===== config.mk =====
export PLATFORM = sky130hd
export DESIGN_NAME = axi_read_burst_ctrl
export DESIGN_NICKNAME = d
export VERILOG_FILES = /design/src/rtl/axi_rd_pkg.sv /design/src/rtl/axi_rd_len_calc.sv /design/src/rtl/axi_read_burst_ctrl.sv
export SDC_FILE = /design/constraint.sdc
export NUM_CORES = 1
export LEC_CHECK = 0
export ABC_AREA = 1
export BUFFER_PORTS_ARGS = -buffer_cell sky130_fd_sc_hd__buf_2
export CAP_MARGIN = 40
export CORE_ASPECT_RATIO = 0.75
export CORE_MARGIN = 5
export CORE_UTILIZATION = 44
export CTS_CLUSTER_DIAMETER = 30
export DETAILED_ROUTE_END_ITERATION = 8
export GPL_TIMING_DRIVEN = 0
export SLEW_MARGIN = 15
export SYNTH_ARGS = -nofsm -noshare
export SYNTH_HDL_FRONTEND = slang
export SYNTH_SLANG_ARGS = --single-unit

===== constraint.sdc =====
create_clock -name ACLK -period 2.5 [get_ports ACLK]
set_input_delay 0.25 -clock ACLK [delete_from_list [all_inputs] [get_ports ACLK]]
set_output_delay 0.25 -clock ACLK [all_outputs]
set_load 0.01 [all_outputs]

===== src/rtl/axi_rd_pkg.sv =====
// Shared constants and FSM state type for the AXI read burst controller.
package axi_rd_pkg;

  localparam int unsigned AXI_BEAT_BYTES = 8;
  localparam int unsigned AXI_PAGE_BYTES = 4096;
  localparam int unsigned BEAT_CNT_W     = 30;

  typedef enum logic [2:0] {
    S_IDLE  = 3'd0,
    S_CALC  = 3'd1,
    S_ISSUE = 3'd2,
    S_WAIT  = 3'd3,
    S_DONE  = 3'd4
  } axi_rd_state_e;

endpackage


===== src/rtl/axi_rd_len_calc.sv =====
// Burst length selection: min(remaining beats, MAX_BURST), optionally capped
// so a burst never crosses a 4 KB page (macro AXI_RD_4K_SPLIT_EN).
// Purely combinational; the parent registers the result.
module axi_rd_len_calc
  import axi_rd_pkg::*;
#(
  parameter int unsigned MAX_BURST  = 64,
  parameter int unsigned BEAT_BYTES = AXI_BEAT_BYTES
) (
  input  logic [BEAT_CNT_W-1:0] rem_i,
  input  logic [11:0]           page_ofs_i,
  output logic [31:0]           len_o
);

`ifdef AXI_RD_4K_SPLIT_EN
  localparam bit SPLIT_EN = 1'b1;
`else
  localparam bit SPLIT_EN = 1'b0;
`endif

  localparam logic [31:0] MAX_LEN = 32'(MAX_BURST);

  logic [31:0] rem_ext;
  logic [31:0] page_room;

  // Smallest of remaining beats, burst limit and (when enabled) beats left in the page.
  always_comb begin
    rem_ext   = 32'(rem_i);
    page_room = (32'(AXI_PAGE_BYTES) - 32'(page_ofs_i)) / 32'(BEAT_BYTES);
    len_o     = (rem_ext < MAX_LEN) ? rem_ext : MAX_LEN;
    if (SPLIT_EN && (page_room < len_o)) begin
      len_o = page_room;
    end
  end

endmodule


===== src/rtl/axi_read_burst_ctrl.sv =====
// Splits a byte-addressed read transfer into AXI read bursts and hands them
// to a read master, gated by master readiness and downstream FIFO space.
// Optional 4 KB boundary splitting: define AXI_RD_4K_SPLIT_EN.
//
// state   | meaning
// S_IDLE  | waiting for XFER_START
// S_CALC  | registering next burst address/length
// S_ISSUE | waiting for RD_READY and FIFO space, then pulse RD_START
// S_WAIT  | burst in flight, waiting for RD_DONE
// S_DONE  | pulse XFER_DONE, return to idle
module axi_read_burst_ctrl
  import axi_rd_pkg::*;
#(
  parameter int unsigned MAX_BURST  = 64,
  parameter int unsigned BEAT_BYTES = AXI_BEAT_BYTES
) (
  input  logic        ACLK,
  input  logic        ARESETN,
  input  logic        XFER_START,
  input  logic [31:0] XFER_ADRS,
  input  logic [31:0] XFER_BYTES,
  output logic        XFER_BUSY,
  output logic        XFER_DONE,
  input  logic [15:0] FIFO_FREE,
  output logic        RD_START,
  output logic [31:0] RD_ADRS,
  output logic [31:0] RD_LEN,
  input  logic        RD_READY,
  input  logic        RD_DONE
);

  localparam int unsigned BEAT_SHIFT = $clog2(BEAT_BYTES);
  localparam logic [31:0] ADRS_MASK  = ~32'(BEAT_BYTES - 1);

  axi_rd_state_e         state_q, state_d;
  logic [31:0]           addr_q, addr_d;
  logic [BEAT_CNT_W-1:0] rem_q, rem_d;
  logic [31:0]           rd_adrs_q, rd_adrs_d;
  logic [31:0]           rd_len_q, rd_len_d;
  logic                  rd_start_q, rd_start_d;
  logic                  xfer_done_q, xfer_done_d;

  logic [BEAT_CNT_W-1:0] start_beats;
  logic [BEAT_CNT_W-1:0] rem_after;
  logic [31:0]           calc_len;

  axi_rd_len_calc #(
    .MAX_BURST  (MAX_BURST),
    .BEAT_BYTES (BEAT_BYTES)
  ) u_len_calc (
    .rem_i      (rem_q),
    .page_ofs_i (addr_q[11:0]),
    .len_o      (calc_len)
  );

  // Beat count of a new request (rounded up) and beats left after the current burst.
  always_comb begin
    start_beats = BEAT_CNT_W'(({1'b0, XFER_BYTES} + 33'(BEAT_BYTES - 1)) >> BEAT_SHIFT);
    rem_after   = rem_q - rd_len_q[BEAT_CNT_W-1:0];
  end

  // Next-state and registered-output logic.
  always_comb begin
    state_d     = state_q;
    addr_d      = addr_q;
    rem_d       = rem_q;
    rd_adrs_d   = rd_adrs_q;
    rd_len_d    = rd_len_q;
    rd_start_d  = 1'b0;
    xfer_done_d = 1'b0;
    case (state_q)
      S_IDLE: begin
        if (XFER_START) begin
          addr_d  = XFER_ADRS & ADRS_MASK;
          rem_d   = start_beats;
          state_d = (start_beats == '0) ? S_DONE : S_CALC;
        end
      end
      S_CALC: begin
        rd_adrs_d = addr_q;
        rd_len_d  = calc_len;
        state_d   = S_ISSUE;
      end
      S_ISSUE: begin
        if (RD_READY && ({16'b0, FIFO_FREE} >= rd_len_q)) begin
          rd_start_d = 1'b1;
          state_d    = S_WAIT;
        end
      end
      S_WAIT: begin
        if (RD_DONE) begin
          addr_d  = addr_q + (rd_len_q << BEAT_SHIFT);
          rem_d   = rem_after;
          state_d = (rem_after == '0) ? S_DONE : S_CALC;
        end
      end
      S_DONE: begin
        xfer_done_d = 1'b1;
        state_d     = S_IDLE;
      end
      default: state_d = S_IDLE;
    endcase
  end

  // State and datapath registers; reset abandons any transfer in progress.
  always_ff @(posedge ACLK or negedge ARESETN) begin
    if (!ARESETN) begin
      state_q     <= S_IDLE;
      addr_q      <= '0;
      rem_q       <= '0;
      rd_adrs_q   <= '0;
      rd_len_q    <= '0;
      rd_start_q  <= 1'b0;
      xfer_done_q <= 1'b0;
    end else begin
      state_q     <= state_d;
      addr_q      <= addr_d;
      rem_q       <= rem_d;
      rd_adrs_q   <= rd_adrs_d;
      rd_len_q    <= rd_len_d;
      rd_start_q  <= rd_start_d;
      xfer_done_q <= xfer_done_d;
    end
  end

  assign XFER_BUSY = (state_q != S_IDLE);
  assign XFER_DONE = xfer_done_q;
  assign RD_START  = rd_start_q;
  assign RD_ADRS   = rd_adrs_q;
  assign RD_LEN    = rd_len_q;

endmodule


==> results of run 1 <==
==> flip-flops by register name, indices dropped and copies added (netlist names) <==
| name | cells |
|---|---|
| RD_LEN | 30 |
| XFER_DONE | 1 |
| RD_ADRS | 29 |
| RD_START | 1 |
| rem_q | 30 |
| addr_q | 29 |
| state_q | 3 |
==> cell usage after synthesis, drive strengths merged, types with 2 or more instances <==
| library cell | count |
|---|---|
| nand2 | 480 |
| inv | 235 |
| o22a | 9 |
| o211ai | 11 |
| a21o | 7 |
| nand4 | 24 |
| nor4 | 9 |
| xnor2 | 15 |
| a21oi | 59 |
| fa | 2 |
| and2 | 7 |
| o21bai | 4 |
| clkbuf | 23 |
| dfrtp | 123 |
| nand3 | 78 |
| buf | 17 |
| nor3 | 15 |
| ha | 73 |
| or2 | 3 |
| xor2 | 26 |
| nand3b | 14 |
| o22ai | 10 |
| o21ai | 132 |
| nor2 | 223 |
==> power by group <==
group	total (W)	internal (W)	leakage (nW)	switching, W
clock	0.00256	0.00161	0.290	0.000946
combinational	0.0104	0.00366	4.97	0.00669
sequential	0.00343	0.00276	1.53	0.000666
total	0.0163	0.00803	6.79	0.00831
==> final timing paths <==
check	startpoint	to	depth (start not counted)
setup / recovery	RD_LEN[6]$_DFFE_PN0P_	state_q[0]$_DFFE_PN0P_	18
hold / removal	XFER_ADRS[13]	addr_q[13]$_DFFE_PN0P_	3
setup reg to reg	RD_LEN[6]$_DFFE_PN0P_	state_q[0]$_DFFE_PN0P_	18
hold reg to reg	state_q[1]$_DFFE_PN0P_	XFER_DONE$_DFF_PN0_	1
max in group asynchronous	ARESETN	RD_LEN[23]$_DFFE_PN0P_	3
min in group asynchronous	ARESETN	RD_LEN[5]$_DFFE_PN0P_	2
==> routing by layer <==
metal	part of all wire [%]	wire [um]	up-vias	global-route usage (%)
li1	-	-	5570	-
met1	50	19900	5273	44.7
met2	40	15800	463	40.7
met3	7.6	3040	46	6.16
met4	2.3	908	0	8.52
met5	0	0	-	0
==> worst max-delay path: stages (launching register included) <==
cell	delay, ns
dfrtp_2	0.48
inv_2	0.11
ha_4	0.22
nand2_2	0.09
inv_1	0.07
nand2_1	0.06
nand2_1	0.06
inv_1	0.07
nand2_2	0.09
buf_4	0.15
xor2_1	0.18
nor2_1	0.14
nand3b_1	0.17
nor2_4	0.18
nand3_2	0.10
nand2_2	0.07
nand2_1	0.07
nand2_1	0.06
nand2_1	0.04
==> cell families after synthesis <==
group | synth area share [%]
DFF | 29.7
AOI/OAI and AO/OA | 13.0
and+or+nand+nor | 34.4
xor gates and xnor gates | 3.46
other | 0.0362
buffers and inverters | 10.2
adders and majority gates | 9.20
==> through the flow <==
step	util, %	TNS, ns	hold WS [ns]
CTS	55.0	-0.0640	0.0796
detailed placement	49.8	-2.22	0.251
global route	57.7	-0.712	0.101
global placement	49.6	-74.07	0.464
finish	57.7	-0.0355	0.0810
floorplan	-	0	-0.0456
==> repair_timing <==
item                                    in CTS  in global routing
pin swaps                                   14                 38
hold buffers                                 1                  0
buffers inserted                            14                 27
cloned                                       0                  0
hold endpoints to repair                    52                  0
endpoints found under the setup margin      14                 16
resized for setup                          106                129
==> final cells by class <==
class / instances / area share (%)
Sequential cell: 123 / 23.2
Clock inverter: 6 / 0.637
Timing Repair Buffer: 186 / 8.00
Clock buffer: 24 / 3.83
Buffer: 40 / 1.36
Multi-Input combinational cell: 1214 / 53.5
Tap cell: 300 / 2.81
Inverter: 235 / 6.65
==> impl_metrics.ini, run 1 <==
[placement]
place_ws_ns = -0.464
placed_cells = 2056
placed_area_sq_um = 11500
routabilityCongestion = 1.00
port_buffers = 143
final_hpwl_dp_um = 31600

[finish]
most-common-layout-cells = 433 x nand2_1, 204 x inv_1, 182 x nor2_1
synthToLayoutAreaGrowth_pct = 28.7
drive_gt1_share_pct = 24.5
num-fill-cells = 2318
nets = 1977
diodes = 0
multiInputGateArea_sq_um = 7140
ff_latch_area_sq_um = 3100
layout_commonest_cell = nand2_1
design_area_sq_um = 13300
final_cell_count_no_fill = 2128

[sta]
grt_setup_unrepaired = true
report.final.slew_viol_count = 0
finalCritPeriodShare_pct = 101
fin_crit_ns = 2.54
finalClockSkew_ns = 0.00889
maxClockFrequency_mhz = 394
worstMarginPinSlew_ns = 0.913
timing.final.hold_violations = 0
setup_viol = 1
timing.slew.headroom_pct = 39.2
setup_slack_ns = -0.0355

[synthesis]
synth_edf_count = 0
top_flip_flop_cell_by_instance_count_after_synthesis = dfrtp_1
ys_top_cells_by_area = dfrtp_1 30%, nand2_1 17%, ha_1 8.8%
synth_cell_type_count = 47
synth_largest_area_cell = dfrtp_1
combined_area_of_all_synthesized_cells_sq_um = 10400
synth_warn = 0
postSynthRegisterBits = 123
synth_seq_area_share_pct = 29.7
synthArstFlopShare_pct = 100
post_synth_inst_count = 1608
yosys.area.top_type_share_pct = 29.7
syn_area_per_cell_sq_um = 6.45

[global_route]
antenna_found_initial = 1
grt_start_max_net_pins = 72
grt_pass1_vias = 10473
grt_first_pass_wirelength_um = 60200
grt_overflow_total = 0
grt.total_usage_pct = 29.1

[detailed_routing]
vias = 11352
drt_first_iter_violations = 921
avgViaCountPerCell = 5.33
wire_length_per_cell_after_detailed_routing_um = 18.7
drtAntennaViolNets = 0
drt-pass1-iter-count = 5
finalWirelength_um = 39700
route.detailed.drc = 0

[clocking]
cts_tree = built
cts.path.max_buffers = 2
cts-root-buf = clkbuf_16
clock_insertion_delay_worst_skew_ns = 0.43
cts_sinks = 123
tritoncts.num_buffers = 17
htreeDepth = 4
clk_transition_reported_paths_ns = 0.06

[pwr]
total_power_w = 0.0163
worst_ir_drop_vdd_uv = 711
pwr_density_cell_nw_per_um2 = 1220
power.leakage_nw = 6.79

[die]
die_w_um = 187
num_rows = 48
top_level_ports = 152
chipHeight_um = 143
floorplan.initialDensity_pct = 44.8
die_area_sq_um = 26800
placeableCoreArea_sq_um = 23100

[setup_path]
crit_type = reg2reg
cp_data_arrival_time_ns = 2.86
crit_path_start_kind = flip-flop
reg2reg_slack_ns = -0.04
type_of_element_capturing_the_critical_path = flip-flop
timing.critical_path.required_ns = 2.82
critical_path_peak_fanout = 4

[outcome]
run_status = finished with violations
failed_checks = negative setup slack

[run]
timing.max_cap.violations = 0

[min_path]
hold_wc_path_type = in2reg
Power figures use the tool's default switching activity.
==> run 2, diff against run 1 <==
Settings changed: SETUP_SLACK_MARGIN set to 0.5, SKIP_CTS_REPAIR_TIMING set to 1.
==> run 2 against run 1 <==
  * The flow now finishes without violations
  * Power up 9.3%
  * First-iteration DRC count up 0.65%
  * Via count up 0.89%
  * Largest cell class unchanged
  * Count of clock-buffer cells in the layout down 6
  * Combinational power up 13%
  * Sequential cell count unchanged
  * Maximum frequency up 1.6%
  * Wire length up 2.5%
  * Worst setup slack better by 0.039 ns
  * Clock power up 7%
  * Core utilization up 4.7 points
==> impl_metrics.ini, run 2 (synthesis gave the netlist of run 1 again) <==
[setup_path]
type_of_element_capturing_the_critical_path = flip-flop
crit_path_start_kind = flip-flop
reg2reg_to = state_q[0]$_DFFE_PN0P_
crit_type = reg2reg
slowest_delay_ns = 0.45
worst_reg2reg_path_length_in_cells = 12
list_of_cells_traversed_by_the_critical_path = ha_4 > fa_2 > buf_4 > xor2_1 > nand4_1 > nand3b_1 > nor2_4 > nand3_2 > nand2_2 > nand2_1 > nand2_1 > nand2_1
critical_path_peak_fanout = 4
r2r_start = RD_LEN[0]$_DFFE_PN0P_
timing.critical_path.required_ns = 2.82
reg2reg_slack_ns = 0.003
worst_path_max_delay_cell = dfrtp_2
top_cell_by_count_worst_path = nand2_1
cp_data_arrival_time_ns = 2.81

[die]
floorplan.initialDensity_pct = 44.8
chipHeight_um = 143
die_area_sq_um = 26800
placeableCoreArea_sq_um = 23100
top_level_ports = 152
num_rows = 48
die_w_um = 187

[global_route]
grt_start_max_net_pins = 73
grt.total_usage_pct = 28.7
grt_first_pass_wirelength_um = 59500
antenna_found_initial = 0
grt_pass1_vias = 10274
grt_overflow_total = 0

[finish]
drive_gt1_share_pct = 34.3
layout_commonest_cell = nand2_1
nets = 2015
design_area_sq_um = 14400
num-fill-cells = 2168
diodes = 0
synthToLayoutAreaGrowth_pct = 39.2
most-common-layout-cells = 382 x nand2_1, 187 x inv_1, 171 x nor2_1
final_cell_count_no_fill = 2168

[min_path]
hold_depth = 3
hold_wc_path_type = in2reg
timing.hold.worst.start = XFER_ADRS[9]
holdPathEnd = addr_q[9]$_DFFE_PN0P_

[clocking]
htreeDepth = 4
tritoncts.num_buffers = 17
clock_insertion_delay_worst_skew_ns = 0.42
cts.path.max_buffers = 2
cts_tree = built
cts_sinks = 123
cts-root-buf = clkbuf_16
clk_transition_reported_paths_ns = 0.07

[sta]
grt_setup_unrepaired = true
finalCritPeriodShare_pct = 99.9
timing.final.hold_violations = 0
finalClockSkew_ns = 0.0175
maxClockFrequency_mhz = 401
worstMarginPinSlew_ns = 0.771
timing.slew.headroom_pct = 48.6
setup_slack_ns = 0.00328
fin_crit_ns = 2.50
report.final.slew_viol_count = 0
setup_viol = 0

[detailed_routing]
drtAntennaViolNets = 0
avgViaCountPerCell = 5.28
vias = 11453
wire_length_per_cell_after_detailed_routing_um = 18.8
route.detailed.drc = 0
finalWirelength_um = 40700
drt_first_iter_violations = 927
drt-pass1-iter-count = 5

[outcome]
run_status = finished, final reports clean

[placement]
port_buffers = 143
placed_area_sq_um = 11500
placed_cells = 2056
routabilityCongestion = 0.952
place_ws_ns = -0.507
final_hpwl_dp_um = 32100

[pwr]
power.leakage_nw = 7.19
worst_ir_drop_vdd_uv = 680
pwr_density_cell_nw_per_um2 = 1240

[run]
timing.max_cap.violations = 0
run 2: report_power, final:
group	leakage, nW	switching (W)	internal (W)	total, W
Sequential	1.52	0.000706	0.00277	0.00347
Combinational	5.37	0.00730	0.00436	0.0117
Clock	0.303	0.00104	0.00169	0.00273
run 2: worst max-delay path by stage:
stage | to | from | cells after the start | slack [ns]
after floorplan | addr_q[23]$_DFFE_PN0P_ | RD_LEN[0]$_DFFE_PN0P_ | 16 | 0.32
after global placement | RD_LEN[0]$_DFFE_PN0P_ | ARESETN | 1 | -0.88
after detailed placement | state_q[0]$_DFFE_PN0P_ | RD_LEN[19]$_DFFE_PN0P_ | 17 | -0.51
after CTS | state_q[0]$_DFFE_PN0P_ | RD_LEN[19]$_DFFE_PN0P_ | 17 | -0.52
after global routing | state_q[0]$_DFFE_PN0P_ | RD_LEN[9]$_DFFE_PN0P_ | 18 | -0.12
final | state_q[0]$_DFFE_PN0P_ | RD_LEN[0]$_DFFE_PN0P_ | 12 | 0.003
run 2: area by class of cell:
cell class	count	area, sq um	area share [%]
repair buffers	224	1410	9.75
flip-flops and latches	123	3110	21.5
well taps	300	375	2.60
multi-input cells	1214	7760	53.8
clock inverters	14	205	1.42
clock buffers	18	429	2.97
inverters	235	905	6.27
plain buffers	40	236	1.64
run 2: metrics by stage:
step	hold WS (ns)	utilization [%]	total power (W)	setup TNS (ns)
global placement	0.464	49.8	0.0120	-80.20
CTS	-0.196	52.7	0.0149	-1.48
finish	0.0992	62.4	0.0179	0
detailed placement	0.244	49.9	0.0121	-1.40
global route	0.111	62.4	0.0192	-0.249
floorplan	-0.0456	-	0.00911	0
run 2: routing by layer:
metal	global-route usage, %	wire, um	share of wire [%]
met1	44.4	20100	49
met3	7.16	3510	8.6
met4	5.33	556	1.4
met5	0	0	0
met2	40.5	16600	41
run 2: critical path: cells and delay by family, from the launching register on:
kind / cells / cell delay, ns
flip-flops: 1 / 0.45
AND/OR/NAND/NOR: 8 / 0.91
adder cells (fa/ha/maj): 2 / 0.60
buffers and inverters: 1 / 0.16
XOR/XNOR: 1 / 0.29
==> run 3, diff against run 2 <==
Settings changed: ABC_AREA 1 to 0.
==> run 3 against run 2 <==
  * The flow now finishes with violations (negative setup slack)
  * Core utilization shrank 1.3 points
  * First-iteration DRC count shrank 15%
  * Maximum frequency shrank 26%
  * Global-route usage shrank 1.6 points
  * Hold slack lost 0.020 ns
  * Clock skew shrank 0.0054 ns
  * Critical path depth is the same
  * Count of clock-buffer cells in the layout shrank 1
  * Largest power group unchanged
==> impl_metrics.ini, run 3 <==
[pwr]
worst_ir_drop_vdd_uv = 634
power.leakage_nw = 5.88
pwr_density_cell_nw_per_um2 = 1250

[detailed_routing]
drt-pass1-iter-count = 5
vias = 9618
drt_first_iter_violations = 789
wire_length_per_cell_after_detailed_routing_um = 20.0
route.detailed.drc = 0
drtAntennaViolNets = 0
finalWirelength_um = 33900
avgViaCountPerCell = 5.68

[setup_path]
slowest_delay_ns = 0.56
timing.critical_path.required_ns = 2.86
crit_type = reg2reg
list_of_cells_traversed_by_the_critical_path = ha_4 > fa_2 > nor2b_4 > o31a_1 > o21ai_2 > a21oi_1 > xor2_1 > or4b_4 > nor4b_4 > nand4_1 > or3_1 > a21oi_2
worst-path-buf-inv = 0
cp_data_arrival_time_ns = 3.72
critical_path_peak_fanout = 5
crit_path_start_kind = flip-flop
cp_top_family = simple AND/OR/NAND/NOR gates
type_of_element_capturing_the_critical_path = flip-flop
worst_path_max_delay_cell = or4b_4

[die]
chipHeight_um = 136
die_w_um = 178
floorplan.initialDensity_pct = 44.4
placeableCoreArea_sq_um = 21000
top_level_ports = 152
die_area_sq_um = 24200
num_rows = 46

[synthesis]
synth_edf_count = 0
synth_common_cells = 190 x nand2_1, 123 x dfrtp_1, 108 x a21oi_1
synthArstFlopShare_pct = 100
post_synth_inst_count = 1164
synth_largest_area_cell = dfrtp_1
combined_area_of_all_synthesized_cells_sq_um = 9300
synth_cell_type_count = 73
top_flip_flop_cell_by_instance_count_after_synthesis = dfrtp_1
syn_area_per_cell_sq_um = 7.99
yosys.area.top_type_share_pct = 33.1
synthMostInstantiatedCell = nand2_1
postSynthRegisterBits = 123
ys_top_cells_by_area = dfrtp_1 33%, ha_1 9.8%, nand2_1 7.7%
synth_warn = 0
synth_seq_area_share_pct = 33.1

[clocking]
cts_sinks = 123
clock_insertion_delay_worst_skew_ns = 0.43
tritoncts.num_buffers = 17
clk_transition_reported_paths_ns = 0.06
cts-root-buf = clkbuf_16
cts_tree = built
cts.path.max_buffers = 2
htreeDepth = 4

[run]
timing.max_cap.violations = 0

[global_route]
grt_start_max_net_pins = 72
grt_pass1_vias = 8781
grt_overflow_total = 0
antenna_found_initial = 0
grt_first_pass_wirelength_um = 50300
grt.total_usage_pct = 27.1

[sta]
maxClockFrequency_mhz = 297
worstMarginPinSlew_ns = 0.866
report.final.slew_viol_count = 0
setup-tns-final_ns = -7.32
fin_worst_hold_slack_ns = 0.0792
timing.final.hold_violations = 0
timing.slew.headroom_pct = 42.3
setup_viol = 29
finalCritPeriodShare_pct = 135
setup_slack_ns = -0.864
finalClockSkew_ns = 0.0121
grt_setup_unrepaired = true
fin_crit_ns = 3.36

[placement]
routabilityCongestion = 0.949
place_ws_ns = -1.16
port_buffers = 142
final_hpwl_dp_um = 25400
placed_area_sq_um = 10800

[finish]
design_area_sq_um = 12800
diodes = 0
num-fill-cells = 1976
drive_gt1_share_pct = 34.6
nets = 1553
synthToLayoutAreaGrowth_pct = 37.6
layout_commonest_cell = nand2_1
most-common-layout-cells = 179 x nand2_1, 150 x buf_2, 105 x dfrtp_1

[outcome]
run_status = finished with violations
failed_checks = negative setup slack

[min_path]
hold_wc_path_type = in2reg
-- run 3: cell count changes after synthesis, moves of 37 or more --
cell / before / now
nand2_1: 474 / 190
inv_1: 231 / 47
nor2_1: 209 / 104
a21oi_1: 57 / 108
nand3_1: 77 / 31
o21ai_0: 123 / 86
-- run 3: final timing paths --
kind / from / end / slack (ns) / cells after the start
max: RD_LEN[0]$_DFFE_PN0P_ / state_q[2]$_DFFE_PN0P_ / -0.86 / 12
min: XFER_ADRS[7] / addr_q[7]$_DFFE_PN0P_ / 0.08 / 3
max reg2reg: RD_LEN[0]$_DFFE_PN0P_ / state_q[2]$_DFFE_PN0P_ / -0.86 / 12
min reg2reg: RD_ADRS[19]$_DFFE_PN0P_ / RD_ADRS[19]$_DFFE_PN0P_ / 0.47 / 2
max in group asynchronous: ARESETN / state_q[0]$_DFFE_PN0P_ / 1.35 / 3
min in group asynchronous: ARESETN / RD_ADRS[12]$_DFFE_PN0P_ / 0.40 / 2
-- run 3: logic make-up after synthesis --
kind of cell               count (synthesis)  share of synthesized area [%]
DFF                                      123                           33.1
xor gates and xnor gates                  65                           6.12
other                                      1                         0.0403
buffers and inverters                     98                           4.24
AOI/OAI and AO/OA                        332                           22.2
adders and majority gates                 75                           10.3
and+or+nand+nor                          467                           23.7
muxes                                      3                          0.323
-- run 3: power breakdown --
part / internal [W] / switching (W)
Clock: 0.00159 / 0.00104
Sequential: 0.00269 / 0.000613
Combinational: 0.00412 / 0.00597
-- run 3: area by class of cell --
class,count,area [sq um],area share [%]
clock inverters,14,185,1.45
repair buffers,206,1250,9.81
multi-input cells,947,6970,54.5
inverters,47,189,1.48
plain buffers,51,308,2.41
clock buffers,17,425,3.33
flip-flops and latches,123,3100,24.2
well taps,288,360,2.82
-- run 3: metrics by stage --
stage,std cells,power (W),util [%]
after floorplan,1168,0.00879,-
after global placement,1598,0.0112,51.1
after detailed placement,1601,0.0112,51.4
after CTS,1632,0.0139,54.3
after global routing,1693,0.0170,61.1
final,1693,0.0160,61.1
-- run 3: worst min-delay path, stage by stage --
cell and delay (ns):
buf_2 0.10, nand2_1 0.05, a31oi_1 0.07
-- run 3: per-layer routing --
| metal | part of all wire (%) | wire [um] | vias to the layer above | track usage, % |
|---|---|---|---|---|
| met2 | 43 | 14600 | 384 | 39.8 |
| met5 | 0 | 0 | - | 0 |
| met4 | 2.3 | 790 | 0 | 8.42 |
| li1 | - | - | 4614 | - |
| met1 | 47 | 16100 | 4572 | 41.4 |
| met3 | 7.4 | 2510 | 48 | 3.31 |
